==> config.mk <==
export PLATFORM = sky130hd
export DESIGN_NAME = bp_cfg_reg_responder
export DESIGN_NICKNAME = d
export VERILOG_FILES = /design/src/rtl/bp_common_cfg_link_pkg.sv /design/src/rtl/bsg_one_fifo.sv /design/src/rtl/bp_cfg_reg_responder.sv
export SDC_FILE = /design/constraint.sdc
export NUM_CORES = 1
export LEC_CHECK = 0
export CORE_ASPECT_RATIO = 2
export CORE_MARGIN = 5
export CORE_UTILIZATION = 49
export CTS_CLUSTER_DIAMETER = 120
export DETAILED_ROUTE_END_ITERATION = 12
export MAX_ROUTING_LAYER = met4
export PLACE_DENSITY = 0.85
export SETUP_SLACK_MARGIN = 0.05
export SLEW_MARGIN = 40
export SYNTH_ARGS = -nofsm -noshare
export SYNTH_HDL_FRONTEND = slang
export SYNTH_SLANG_ARGS = --single-unit
==> constraint.sdc <==
create_clock -name clk_i -period 3.88 [get_ports clk_i]
set_input_delay 1.164 -clock clk_i [delete_from_list [all_inputs] [get_ports clk_i]]
set_output_delay 1.164 -clock clk_i [all_outputs]
set_load 0.005 [all_outputs]
==> src/rtl/bp_common_cfg_link_pkg.sv <==
// Shared definitions for the per-tile config register responder:
// config window geometry, register offsets and responder states.
package bp_common_cfg_link_pkg;

  localparam int cfg_window_bits_lp = 16;
  localparam logic [39:0] cfg_base_addr_gp = 40'h00_0020_0000;

  typedef enum logic [15:0] {
    e_cfg_freeze      = 16'h0000,
    e_cfg_core_id     = 16'h0008,
    e_cfg_icache_mode = 16'h0010,
    e_cfg_dcache_mode = 16'h0018,
    e_cfg_cce_mode    = 16'h0020,
    e_cfg_scratch     = 16'h0028,
    e_cfg_err_count   = 16'h0030
  } bp_cfg_reg_e;

  typedef enum logic {
    e_ready,
    e_resp
  } bp_cfg_state_e;

endpackage

==> src/rtl/bsg_one_fifo.sv <==
// Single-entry buffer holding one response; enqueue and dequeue may
// happen in the same cycle so the responder keeps full throughput.
module bsg_one_fifo #(
  parameter int width_p = 8
) (
  input  logic               clk_i,
  input  logic               reset_i,
  input  logic               v_i,
  input  logic [width_p-1:0] data_i,
  output logic               v_o,
  output logic [width_p-1:0] data_o,
  input  logic               yumi_i
);

  logic               full_r;
  logic [width_p-1:0] data_r;

  always_ff @(posedge clk_i) begin
    if (reset_i) begin
      full_r <= 1'b0;
      data_r <= '0;
    end else if (v_i) begin
      full_r <= 1'b1;
      data_r <= data_i;
    end else if (yumi_i) begin
      full_r <= 1'b0;
    end
  end

  assign v_o    = full_r;
  assign data_o = data_r;

endmodule

==> src/rtl/bp_cfg_reg_responder.sv <==
// Uncached IO responder for a tile's config window: decodes commands,
// owns the config registers and returns one in-order response each.
module bp_cfg_reg_responder
  import bp_common_cfg_link_pkg::*;
#(
  parameter int paddr_width_p   = 40,
  parameter int dword_width_p   = 64,
  parameter int core_id_width_p = 4,
  parameter int payload_width_p = 8,
  parameter logic [paddr_width_p-1:0] cfg_base_addr_p = cfg_base_addr_gp
) (
  input  logic                       clk_i,
  input  logic                       reset_i,
  input  logic                       cmd_v_i,
  output logic                       cmd_yumi_o,
  input  logic                       cmd_wr_i,
  input  logic [paddr_width_p-1:0]   cmd_addr_i,
  input  logic [1:0]                 cmd_size_i,
  input  logic [dword_width_p-1:0]   cmd_data_i,
  input  logic [payload_width_p-1:0] cmd_payload_i,
  output logic                       resp_v_o,
  input  logic                       resp_ready_i,
  output logic                       resp_wr_o,
  output logic [paddr_width_p-1:0]   resp_addr_o,
  output logic [1:0]                 resp_size_o,
  output logic [dword_width_p-1:0]   resp_data_o,
  output logic [payload_width_p-1:0] resp_payload_o,
  output logic                       freeze_o,
  output logic [core_id_width_p-1:0] core_id_o,
  output logic [1:0]                 icache_mode_o,
  output logic [1:0]                 dcache_mode_o,
  output logic                       cce_mode_o,
  output logic [7:0]                 err_count_o
);

  localparam int resp_width_lp =
    1 + paddr_width_p + 2 + dword_width_p + payload_width_p;

  bp_cfg_state_e state_r, state_n;

  logic                       freeze_r;
  logic [core_id_width_p-1:0] core_id_r;
  logic [1:0]                 icache_r;
  logic [1:0]                 dcache_r;
  logic                       cce_r;
  logic [dword_width_p-1:0]   scratch_r;
  logic [7:0]                 err_r;

  logic                          hit;
  logic                          mapped;
  logic [cfg_window_bits_lp-1:0] off;
  logic [dword_width_p-1:0]      mask;
  logic [dword_width_p-1:0]      wdata;
  logic [dword_width_p-1:0]      rd_val;
  logic [dword_width_p-1:0]      rd_data;
  logic [resp_width_lp-1:0]      resp_bits;

  assign hit = cmd_addr_i[paddr_width_p-1:cfg_window_bits_lp]
            == cfg_base_addr_p[paddr_width_p-1:cfg_window_bits_lp];
  assign off = {cmd_addr_i[cfg_window_bits_lp-1:3], 3'b000};

  // 8B access shifts every bit out, leaving an all-ones mask
  assign mask  = ~({dword_width_p{1'b1}} << (32'd8 << cmd_size_i));
  assign wdata = cmd_data_i & mask;

  always_comb begin
    mapped = 1'b0;
    rd_val = '0;
    if (hit) begin
      case (off)
        e_cfg_freeze: begin
          mapped = 1'b1;
          rd_val = dword_width_p'(freeze_r);
        end
        e_cfg_core_id: begin
          mapped = 1'b1;
          rd_val = dword_width_p'(core_id_r);
        end
        e_cfg_icache_mode: begin
          mapped = 1'b1;
          rd_val = dword_width_p'(icache_r);
        end
        e_cfg_dcache_mode: begin
          mapped = 1'b1;
          rd_val = dword_width_p'(dcache_r);
        end
        e_cfg_cce_mode: begin
          mapped = 1'b1;
          rd_val = dword_width_p'(cce_r);
        end
        e_cfg_scratch: begin
          mapped = 1'b1;
          rd_val = scratch_r;
        end
        e_cfg_err_count: begin
          mapped = 1'b1;
          rd_val = dword_width_p'(err_r);
        end
        default: ;
      endcase
    end
  end

  assign rd_data = cmd_wr_i ? '0 : (rd_val & mask);

  always_ff @(posedge clk_i) begin
    if (reset_i) state_r <= e_ready;
    else         state_r <= state_n;
  end

  always_comb begin
    state_n    = state_r;
    cmd_yumi_o = 1'b0;
    unique case (state_r)
      e_ready: begin
        cmd_yumi_o = cmd_v_i;
        if (cmd_v_i) state_n = e_resp;
      end
      e_resp: begin
        if (resp_ready_i) begin
          cmd_yumi_o = cmd_v_i;
          state_n    = cmd_v_i ? e_resp : e_ready;
        end
      end
      default: state_n = e_ready;
    endcase
    if (reset_i) cmd_yumi_o = 1'b0;
  end

  always_ff @(posedge clk_i) begin
    if (reset_i) begin
      freeze_r  <= 1'b1;
      core_id_r <= '0;
      icache_r  <= '0;
      dcache_r  <= '0;
      cce_r     <= 1'b0;
      scratch_r <= '0;
      err_r     <= '0;
    end else if (cmd_yumi_o) begin
      if (cmd_wr_i && hit) begin
        case (off)
          e_cfg_freeze:      freeze_r  <= wdata[0];
          e_cfg_core_id:     core_id_r <= wdata[core_id_width_p-1:0];
          e_cfg_icache_mode: icache_r  <= wdata[1:0];
          e_cfg_dcache_mode: dcache_r  <= wdata[1:0];
          e_cfg_cce_mode:    cce_r     <= wdata[0];
          e_cfg_scratch:     scratch_r <= wdata;
          default: ;
        endcase
      end
      if (!mapped && err_r != 8'hFF) err_r <= err_r + 8'd1;
    end
  end

  bsg_one_fifo #(
    .width_p(resp_width_lp)
  ) resp_fifo (
    .clk_i  (clk_i),
    .reset_i(reset_i),
    .v_i    (cmd_yumi_o),
    .data_i ({cmd_wr_i, cmd_addr_i, cmd_size_i, rd_data, cmd_payload_i}),
    .v_o    (resp_v_o),
    .data_o (resp_bits),
    .yumi_i (resp_v_o & resp_ready_i)
  );

  assign {resp_wr_o, resp_addr_o, resp_size_o,
          resp_data_o, resp_payload_o} = resp_bits;

  assign freeze_o      = freeze_r;
  assign core_id_o     = core_id_r;
  assign icache_mode_o = icache_r;
  assign dcache_mode_o = dcache_r;
  assign cce_mode_o    = cce_r;
  assign err_count_o   = err_r;

endmodule

======== After elaboration in Yosys (flattened, before gate mapping) ========
Index checks and enable logic that the tools add are counted.
cells by class
  add/sub/neg operators ................... 1
  equality and inequality tests ........... 8
  shift operators ......................... 2
  multiplexer cells ....................... 13
  bitwise operators ....................... 5
  reduce and logical (&&, ||, !) cells .... 13
operators with widths
  cell                                                                    count
  64-bit case mux with 7 select lines                                     1
  64-bit bitwise AND                                                      2
  64-bit 2-to-1 mux                                                       2
  64-bit NOT                                                              1
  64-bit by 32-bit << shifter with 64-bit output, first input constant    1
  13-bit by 3-bit equality test with 1-bit output, second input constant  3
  4-bit by 2-bit << shifter with 32-bit output, first input constant      1
  13-bit by 2-bit equality test with 1-bit output, second input constant  2
  24-bit by 6-bit equality test with 1-bit output, second input constant  1
  3-bit AND reduction                                                     6
  16-bit logical NOT                                                      1
  13-bit by 1-bit equality test with 1-bit output, second input constant  1
  8-bit by 1-bit adder with 8-bit output, second input constant           1
  1-bit 2-to-1 mux                                                        8
  8-bit != test, second input constant                                    1
  7-bit OR reduction                                                      1
  1-bit case mux with 2 select lines                                      2
  1-bit logical AND                                                       2
  2-bit AND reduction                                                     1
  2-bit nonzero test                                                      1
  1-bit bitwise AND                                                       1
  1-bit logical NOT                                                       1
  1-bit NOT                                                               1
word-level totals
  flip-flop bits (word level) ............. 199
  input bits .............................. 119
  output and inout bits ................... 135
  logic and storage cells ................. 52

======== Depth between registers and ports, before layout ========
Gate-level depths: netlist of the first run.
  depth in word-level cells ............... 7
  depth in mapped cells ................... 9
  mapped depth without buffers ............ 6

======== Modules after synthesis ========
A second synthesis of the first run with hierarchy kept.
second synthesis, totals
  cells, all modules ...................... 870
  area total of the unflattened synthesis .. 8,255.4 µm²
modules (own cells, without submodules)
  module                instances  cells each  area each (µm²)  sequential area each (µm²)
  bp_cfg_reg_responder  1          495         4,164.0          1,661.6
  bsg_one_fifo          1          375         4,091.4          2,322.2

======== Least setup slack after synthesis of the first run ========
OpenSTA, ideal clock, no wires.
  path kind ............................... input -> register
  start ................................... input port cmd_addr_i[12]
  end ..................................... register err_r[1] (netlist: err_count_o[1])
  setup time .............................. 123 ps
  arrival ................................. 2,757 ps
  required time ........................... 3,757 ps
  path slack .............................. 1,000 ps
  stages .................................. 6
  buffers on the path ..................... 1
  cells stage by stage .................... or4_4 > nor4_1 > and3_1 > buf_2 > nor2_1 > mux2_1
on the way
  cells in the longest elaborated chain, start to end .. 7
  elaborated cells between the ends (all ways) .. 13
  those cells by class .................... 6 x eq/ne; 2 x mux; 5 x reduce/logical
RTL lines
  element                                                                        line                         text
  from (decl)                                                                    bp_cfg_reg_responder.sv:17   input logic [paddr_width_p-1:0] cmd_addr_i,
  13-bit by 3-bit equality test with 1-bit output, or another cell as far along  bp_cfg_reg_responder.sv:70   case (off)
  7-bit OR reduction (no source line) (*)                                        n/a
  1-bit 2-to-1 mux (*)                                                           bp_cfg_reg_responder.sv:70
  1-bit 2-to-1 mux (*)                                                           bp_cfg_reg_responder.sv:69   if (hit) begin
  1-bit logical NOT (*)                                                          bp_cfg_reg_responder.sv:151  if (!mapped && err_r != 8'hFF) err_r <= err_r + 8'd1;
  1-bit logical AND (*)                                                          bp_cfg_reg_responder.sv:151
  2-bit AND reduction (no source line) (*)                                       n/a
  to (signal assigned)                                                           bp_cfg_reg_responder.sv:151
  to (decl)                                                                      bp_cfg_reg_responder.sv:47   logic [7:0] err_r;
Mark *: on every way between the ends. The rest lies on a longest branch, timed or not.
A chain may end at the register's enable or synchronous reset.

======== Worst setup path after layout of the first run ========
  start ................................... input port resp_ready_i
  end ..................................... output port cmd_yumi_o
on the way
  cells in the longest elaborated chain, start to end .. 3
RTL lines
  element                             line                         text
  from (decl)                         bp_cfg_reg_responder.sv:22   input logic resp_ready_i,
  1-bit 2-to-1 mux                    bp_cfg_reg_responder.sv:120  if (resp_ready_i) begin
  1-bit case mux with 2 select lines  bp_cfg_reg_responder.sv:114  unique case (state_r)
  1-bit 2-to-1 mux                    bp_cfg_reg_responder.sv:127  if (reset_i) cmd_yumi_o = 1'b0;
  to (decl)                           bp_cfg_reg_responder.sv:15   output logic cmd_yumi_o,
No other way between the ends.

==> results of run 1 <==
## critical path: stages
cell                              delay (ns)
sky130_fd_sc_hd__clkdlybuf4s50_1        0.49
sky130_fd_sc_hd__nand2b_1               0.13
sky130_fd_sc_hd__nand3_1                0.12
sky130_fd_sc_hd__inv_1                  0.15
sky130_fd_sc_hd__clkdlybuf4s50_1        0.54
## worst max path at each step
stage | from | to | slack, ns | depth (start not counted)
3_3_place_gp | resp_ready_i | cmd_yumi_o | 0.11 | 5
2_1_floorplan | cmd_addr_i[12] | err_count_o[1] | 1.0 | 6
4_1_cts | resp_ready_i | cmd_yumi_o | 0.12 | 5
3_5_place_dp | cmd_addr_i[34] | resp_fifo.data_o[49] | 0.09 | 7
5_1_grt | resp_ready_i | cmd_yumi_o | 0.09 | 5
6_report | resp_ready_i | cmd_yumi_o | 0.12 | 5
## kinds of logic after synthesis
family	Yosys count	share of synthesized area, %
and+or+nand+nor	325	20.7
adders and majority gates	1	0.170
AOI/OAI and AO/OA	217	19.0
DFF	199	54.1
buffers and inverters	72	4.53
muxes	11	1.51
## layer usage
metal / vias to the layer above / routed length, um
li1: 3378 / -
met1: 3225 / 8190
met5: - / 0
met4: 0 / 911
met2: 269 / 11900
met3: 54 / 1340
## where the power goes
part	total, mW	internal (mW)	switching, mW
sequential	2.09	2.07	0.0186
combinational	0.381	0.206	0.175
clock	1.78	0.878	0.901
total	4.25	3.16	1.09
## registers in the layout (all words and copies together), names as in the netlist
signal / flops
resp_fifo.v_o: 1
cce_mode_o: 1
freeze_o: 1
icache_mode_o: 2
dcache_mode_o: 2
resp_fifo.data_o: 115
err_count_o: 8
scratch_r: 64
state_r: 1
core_id_o: 4
## layout make-up
class                   instances  area (um^2)  area share (%)
well taps                     195          244            2.29
clock buffers                  17          425            3.99
repair buffers                275         2740            25.7
clock inverters                15          185            1.74
multi-input cells             554         3060            28.8
flip-flops and latches        199         3980            37.4
diodes                          1         2.50          0.0235
inverters                       4         15.0           0.141
## Yosys cell counts (all sizes together)
| master | count |
|---|---|
| nor3 | 3 |
| a22o | 56 |
| or3b | 1 |
| and4 | 4 |
| mux2 | 1 |
| nand2b | 5 |
| and2 | 2 |
| nor2 | 10 |
| nor4b | 2 |
| o21ai | 64 |
| a32o | 1 |
| o21a | 1 |
| o41ai | 3 |
| a22oi | 4 |
| nand3b | 2 |
| dfxtp | 199 |
| a21oi | 61 |
| or3 | 3 |
| mux2i | 10 |
| or4 | 5 |
| clkbuf | 44 |
| o31ai | 19 |
| buf | 24 |
| o311ai | 4 |
| ha | 1 |
| nand3 | 75 |
| inv | 4 |
| nor4 | 12 |
| and3 | 3 |
| nor2b | 2 |
| or2 | 2 |
| a222oi | 2 |
| o22ai | 1 |
| a31o | 1 |
| nand4 | 5 |
| or4bb | 1 |
| nand2 | 187 |
| and3b | 1 |
## per-stage QoR
stage / setup slack, ns / instances / power [mW] / utilization (%) / cell area [um^2]
3_3_place_gp: 0.114 / 1227 / 2.51 / 67.7 / 10000
5_1_grt: 0.0865 / 1260 / 4.42 / 71.9 / 10700
4_1_cts: 0.116 / 1259 / 4.29 / 71.9 / 10600
3_5_place_dp: 0.0908 / 1227 / 2.52 / 67.7 / 10000
2_1_floorplan: 1.00 / 825 / 2.27 / - / 7370
6_report: 0.123 / 1260 / 4.25 / 71.9 / 10700
==> metrics.json, run 1 <==
{
  "latest_clock_arrival_within_the_worst_skew_pair_ns": 0.44,
  "number_of_remaining_drc_errors": 0,
  "routed_wirelength_um": 22400,
  "setup_violations": 0,
  "first_pass_iters": 6,
  "globalRouteMet3Util_pct": 6.36,
  "drive_gt1_share_pct": 6.58,
  "buffer_ports.inserted": 253,
  "detailroute.via_count": 6926,
  "global_routing_met2_resource_utilization_pct": 44.4,
  "irDropWorstVdd_v": 0.000286,
  "critPathRequiredTime_ns": 2.72,
  "total_leakage_power_nw": 3.86,
  "path_clk_slew_ns": 0.08,
  "timing.setup.critical_path_class": "input port to output port",
  "post-synth-top-area-cell": "sky130_fd_sc_hd__dfxtp_1",
  "post_synth_instance_area_mm2": 0.00737,
  "path_max_fanout": 3,
  "first_pass_grt_wire_length_um": 34700,
  "reg2reg_setup_slack_ns": 2.03,
  "detail_route_antenna_nets": 0,
  "cts_root_buf": "sky130_fd_sc_hd__clkbuf_16",
  "hold_path.class": "flip-flop to flip-flop",
  "top_level_ports": 254,
  "grt_max_degree": 129,
  "synthToLayoutAreaGrowth_pct": 44.7,
  "timing.reg2reg.worst_path_depth": 6,
  "end_kind": "output port",
  "detail_route.iter0.violations": 371,
  "grt.overflow.total": 0,
  "total_die_area_mm2": 0.0177,
  "row_count": 63,
  "initial_antenna_violation_count": 1,
  "track_usage_pct": 25.1,
  "fillCellCount": 1148,
  "synth.ff_latch_count": 199,
  "status": "finished clean",
  "worst_setup_sp_type": "input port",
  "floorplan.initialDensity_pct": 49.7,
  "layout.cells.most_common": "sky130_fd_sc_hd__clkdlybuf4s50_1",
  "fin_crit_ns": 3.76,
  "grt-busiest-layer": "met2",
  "syn_area_per_cell_um2": 8.93,
  "worst_hold_startpoint": "resp_fifo.data_o[10]",
  "cts_post_setup_buffers_inserted": 0,
  "timing.final.max_slew_violations": 0,
  "cts_max_level": 4,
  "min_to": "resp_fifo.data_o[10]",
  "setup_tns_ns": 0,
  "horizontal_extent_of_the_die_um": 96.7,
  "cts.hold.buffers_added": 0,
  "endpoints_failing_hold": 0,
  "synth_area_leaders": "sky130_fd_sc_hd__dfxtp_1 (54%), sky130_fd_sc_hd__nand2_1 (9.5%), sky130_fd_sc_hd__a22o_1 (6.7%), sky130_fd_sc_hd__nand3_1 (5.1%), sky130_fd_sc_hd__o21ai_0 (4.2%)",
  "post_synth_inst_count": 825,
  "detail_route.wl_per_cell_um": 17.7,
  "reg2reg_from": "state_r",
  "worst_slew_pin_slew_ns": 0.709,
  "first_global_vias": 6799,
  "placeable_core_area_mm2": 0.0148,
  "place.detailed.hpwl_um": 15900,
  "cp.arrival_ns": 2.59,
  "drv_cap": 0,
  "commonest_non_fill_non_tap_cells_in_the_layout": "sky130_fd_sc_hd__clkdlybuf4s50_1 (252), sky130_fd_sc_hd__dfxtp_1 (199), sky130_fd_sc_hd__nand2_1 (187)",
  "part_of_the_cycle_the_worst_path_needs_pct": 96.8,
  "syn_nets": 945,
  "synth.yosys.seq_area_share_pct": 54.1,
  "globalRouteMet1Util_pct": 26.0,
  "power_density_mw_per_mm2": 399,
  "whs_path_depth": 2,
  "synth_top_area_share_pct": 54.1,
  "vertical_die_dimension_um": 183,
  "finalNetCount": 1171,
  "timing.slew.headroom_pct": 52.3,
  "max_freq_ghz": 0.266,
  "gpl.final_weighted_congestion": 0.862,
  "final.setup_skew_ns": 0.0136,
  "cts-root-to-sink-buffers": 2,
  "post_cts_resized": 0,
  "tritoncts_clock_tree": "done",
  "ys.warnings.count": 0,
  "avgViaCountPerCell": 5.50,
  "rr_endpoint": "resp_fifo.data_o[49]",
  "grt_setup_unrepaired": "no",
  "synth_cell_types": 49,
  "cts_made_buffers": 17,
  "finalHoldWorstSlack_ns": 0.452,
  "cts.sinks": 199
}
Power figures use the tool's default switching activity.
==> inputs of run 2 (changes only) <==
- CORE_UTILIZATION: 49 -> 45
- PLACE_DENSITY: 0.85 -> 0.79
- clock period: 3.88 -> 3.7 ns (I/O delays scaled with it)
==> metrics.json, run 2 (synthesized netlist as in run 1, its figures left out) <==
{
  "gpl.final_weighted_congestion": {"value": 0.894, "change": "+3.7%"},
  "worst_setup_sp_type": "input port",
  "whs_path_depth": {"value": 2, "change": "unchanged"},
  "max_freq_ghz": 0.283,
  "part_of_the_cycle_the_worst_path_needs_pct": 95.3,
  "synthToLayoutAreaGrowth_pct": 45.4,
  "met3RoutedLength": {"value": 1080, "unit": "um", "change": "-20%"},
  "end_kind": "output port",
  "fin_crit_ns": 3.53,
  "endpoints_failing_hold": {"value": 0, "change": "unchanged"},
  "status": "finished clean",
  "met2RoutedLength": {"value": 12000, "unit": "um", "change": "+0.62%"},
  "first_pass_iters": {"value": 7, "change": "+1"},
  "grt_setup_unrepaired": "no",
  "timing.slew.headroom": {"value": 50.7, "unit": "%", "change": "-1.7 points"},
  "sw_frac_of_total": {"value": 24.0, "unit": "%", "change": "-1.7 points"},
  "timing.final.max_slew_violations": {"value": 0, "change": "unchanged"},
  "cts_post_setup_buffers_inserted": {"value": 0, "change": "unchanged"},
  "setup_violations": {"value": 0, "change": "unchanged"},
  "top_level_ports": {"value": 254, "change": "unchanged"},
  "routedLengthMet1": {"value": 8250, "unit": "um", "change": "+0.66%"},
  "horizontal_extent_of_the_die": {"value": 100, "unit": "um", "change": "+3.9%"},
  "total_leakage_power": {"value": 3.89, "unit": "nW", "change": "+0.76%"},
  "min_to": "resp_fifo.data_o[10]",
  "total_die_area": {"value": 0.0192, "unit": "mm^2", "change": "+8.2%"},
  "post_cts_resized": {"value": 0, "change": "unchanged"},
  "placeable_core_area": {"value": 0.0162, "unit": "mm^2", "change": "+9.2%"},
  "irDropWorstVdd": {"value": 0.000274, "unit": "V", "change": "-4.4%"},
  "p_sw": {"value": 1.08, "unit": "mW", "change": "-1.2%"},
  "hold_path.class": "flip-flop to flip-flop",
  "worst_slew_pin_slew": {"value": 0.738, "unit": "ns", "change": "+0.0295 ns"},
  "detailroute.via_count": {"value": 6860, "change": "-0.95%"},
  "pwr-share-comb": {"value": 8.9, "unit": "%", "change": "about the same"},
  "place.detailed.hpwl": {"value": 16200, "unit": "um", "change": "+2.0%"},
  "detail_route.wl_per_cell": {"value": 17.5, "unit": "um", "change": "-1.4%"},
  "stdcell_count": {"value": 1274, "change": "+1.1%"},
  "timing.reg2reg.worst_path_depth": {"value": 6, "change": "unchanged"},
  "cp.arrival": {"value": 2.42, "unit": "ns", "change": "-0.17 ns"},
  "path_max_fanout": {"value": 3, "change": "unchanged"},
  "tritoncts_clock_tree": "done",
  "worst_hold_startpoint": "resp_fifo.data_o[10]",
  "vertical_die_dimension": {"value": 191, "unit": "um", "change": "+4.1%"},
  "multiInputGateArea": {"value": 0.00306, "unit": "mm^2", "change": "-0.12%"},
  "row_count": {"value": 66, "change": "+4.8%"},
  "rr_endpoint": "err_count_o[1]",
  "grt_max_degree": {"value": 129, "change": "unchanged"},
  "fillCellCount": {"value": 1357, "change": "+18%"},
  "ff_latch_area": {"value": 0.00398, "unit": "mm^2", "change": "unchanged"},
  "path_clk_slew": {"value": 0.07, "unit": "ns", "change": "about the same"},
  "highest-signal-layer": "met4",
  "drv_cap": {"value": 0, "change": "unchanged"},
  "cts.hold.buffers_added": {"value": 0, "change": "unchanged"},
  "final.setup_skew": {"value": 0.00920, "unit": "ns", "change": "-0.00440 ns"},
  "buffer_ports.inserted": {"value": 253, "change": "unchanged"},
  "detail_route.iter0.violations": {"value": 263, "change": "-29%"},
  "power.share.sequential": {"value": 48.7, "unit": "%", "change": "-0.5 points"},
  "reg2reg_from": "err_count_o[0]",
  "drive_gt1_share": {"value": 6.84, "unit": "%", "change": "+0.26 points"},
  "cts.sinks": {"value": 199, "change": "unchanged"},
  "cts_max_level": {"value": 4, "change": "unchanged"},
  "cts-root-to-sink-buffers": {"value": 2, "change": "unchanged"},
  "finalNetCount": {"value": 1175, "change": "+0.34%"},
  "cts_made_buffers": {"value": 17, "change": "unchanged"},
  "initial_antenna_violation_count": {"value": 2, "change": "+1"},
  "number_of_remaining_drc_errors": {"value": 0, "change": "unchanged"},
  "timing.setup.critical_path_class": "input port to output port",
  "grt.overflow.total": {"value": 0, "change": "unchanged"},
  "clock_power_share": {"value": 42.3, "unit": "%", "change": "+0.5 points"},
  "power_density": {"value": 420, "unit": "mW/mm^2", "change": "+5.4%"},
  "critPathRequiredTime": {"value": 2.59, "unit": "ns", "change": "-0.13 ns"},
  "intPower": {"value": 3.42, "unit": "mW", "change": "+8.4%"},
  "cts_root_buf": "sky130_fd_sc_hd__clkbuf_16",
  "detail_route_antenna_nets": {"value": 0, "change": "unchanged"},
  "track_usage": {"value": 23.4, "unit": "%", "change": "-1.7 points"},
  "reg2reg_setup_slack": {"value": 1.78, "unit": "ns", "change": "-0.25 ns"},
  "routed_wirelength": {"value": 22300, "unit": "um", "change": "-0.31%"},
  "first_pass_grt_wire_length": {"value": 34500, "unit": "um", "change": "-0.81%"},
  "numPlacedInstances": {"value": 1240, "change": "+1.1%"},
  "setup_tns": {"value": 0, "unit": "ns", "change": "unchanged"},
  "layout.cells.most_common": "sky130_fd_sc_hd__clkdlybuf4s50_1",
  "commonest_non_fill_non_tap_cells_in_the_layout": "sky130_fd_sc_hd__clkdlybuf4s50_1 (252), sky130_fd_sc_hd__dfxtp_1 (199), sky130_fd_sc_hd__nand2_1 (187)",
  "flip_flop_count_of_the_largest_register_after_layout": {"value": 115, "change": "unchanged"},
  "latest_clock_arrival_within_the_worst_skew_pair": {"value": 0.42, "unit": "ns", "change": "-0.02 ns"},
  "floorplan.initialDensity": {"value": 45.5, "unit": "%", "change": "-4.2 points"},
  "avgViaCountPerCell": {"value": 5.38, "change": "-2.0%"},
  "first_global_vias": {"value": 6823, "change": "+0.35%"}
}
-- run 2: cell types whose count changed in the layout (fill, tap and decap cells not counted), sizes merged --
cell / delta
inv: +2
bufinv: +2
buf: +4
diode: +1
clkinv: -4
-- run 2: area by class of cell --
type / instances / area share (%)
multi-input combinational: 554 / 28.6
sequential: 199 / 37.2
tap: 204 / 2.38
antenna: 2 / 0.0467
clock inverter: 15 / 1.68
clock buffer: 17 / 3.97
inverter: 4 / 0.140
timing repair buffer: 279 / 26.0
-- run 2: layer usage --
layer,vias up,GRT usage (%)
met5,-,-
met4,0,13.3
met3,53,4.93
met2,213,41.4
met1,3206,23.4
li1,3388,-
-- run 2: worst max path at each step --
stage	from	end	slack, ns	cells after the start
final	resp_ready_i	cmd_yumi_o	0.17	5
after global routing	resp_ready_i	cmd_yumi_o	0.1	5
after CTS	resp_ready_i	cmd_yumi_o	0.16	5
after detailed placement	cmd_addr_i[34]	resp_fifo.data_o[45]	0.11	8
after global placement	cmd_addr_i[34]	resp_fifo.data_o[46]	0.14	8
after floorplan	cmd_addr_i[12]	err_count_o[1]	0.87	6
-- run 2: critical path: stages --
cell and delay, ns:
sky130_fd_sc_hd__clkdlybuf4s50_1 0.46, sky130_fd_sc_hd__nand2b_1 0.13, sky130_fd_sc_hd__nand3_1 0.12, sky130_fd_sc_hd__inv_1 0.09
sky130_fd_sc_hd__clkdlybuf4s50_1 0.51
-- run 2: power groups by stage --
stage	clock network, mW	registers, mW	logic [mW]
5_1_grt	2.03	2.20	0.435
6_report	1.91	2.19	0.403
4_1_cts	1.95	2.19	0.405
2_1_floorplan	0	2.25	0.134
3_5_place_dp	0	2.24	0.403
3_3_place_gp	0	2.24	0.397
-- run 2: stage by stage --
| stage | cell area, um^2 | worst slack, ns | power [mW] | util, % | hold slack, ns |
|---|---|---|---|---|---|
| final | 10700 | 0.172 | 4.50 | 66.2 | 0.447 |
| after global routing | 10700 | 0.0956 | 4.66 | 66.2 | 0.467 |
| after CTS | 10700 | 0.164 | 4.55 | 66.1 | 0.452 |
| after detailed placement | 10100 | 0.110 | 2.65 | 62.4 | 0.446 |
| after global placement | 10100 | 0.136 | 2.64 | 62.3 | 0.434 |
| after floorplan | 7370 | 0.874 | 2.38 | - | 0.442 |
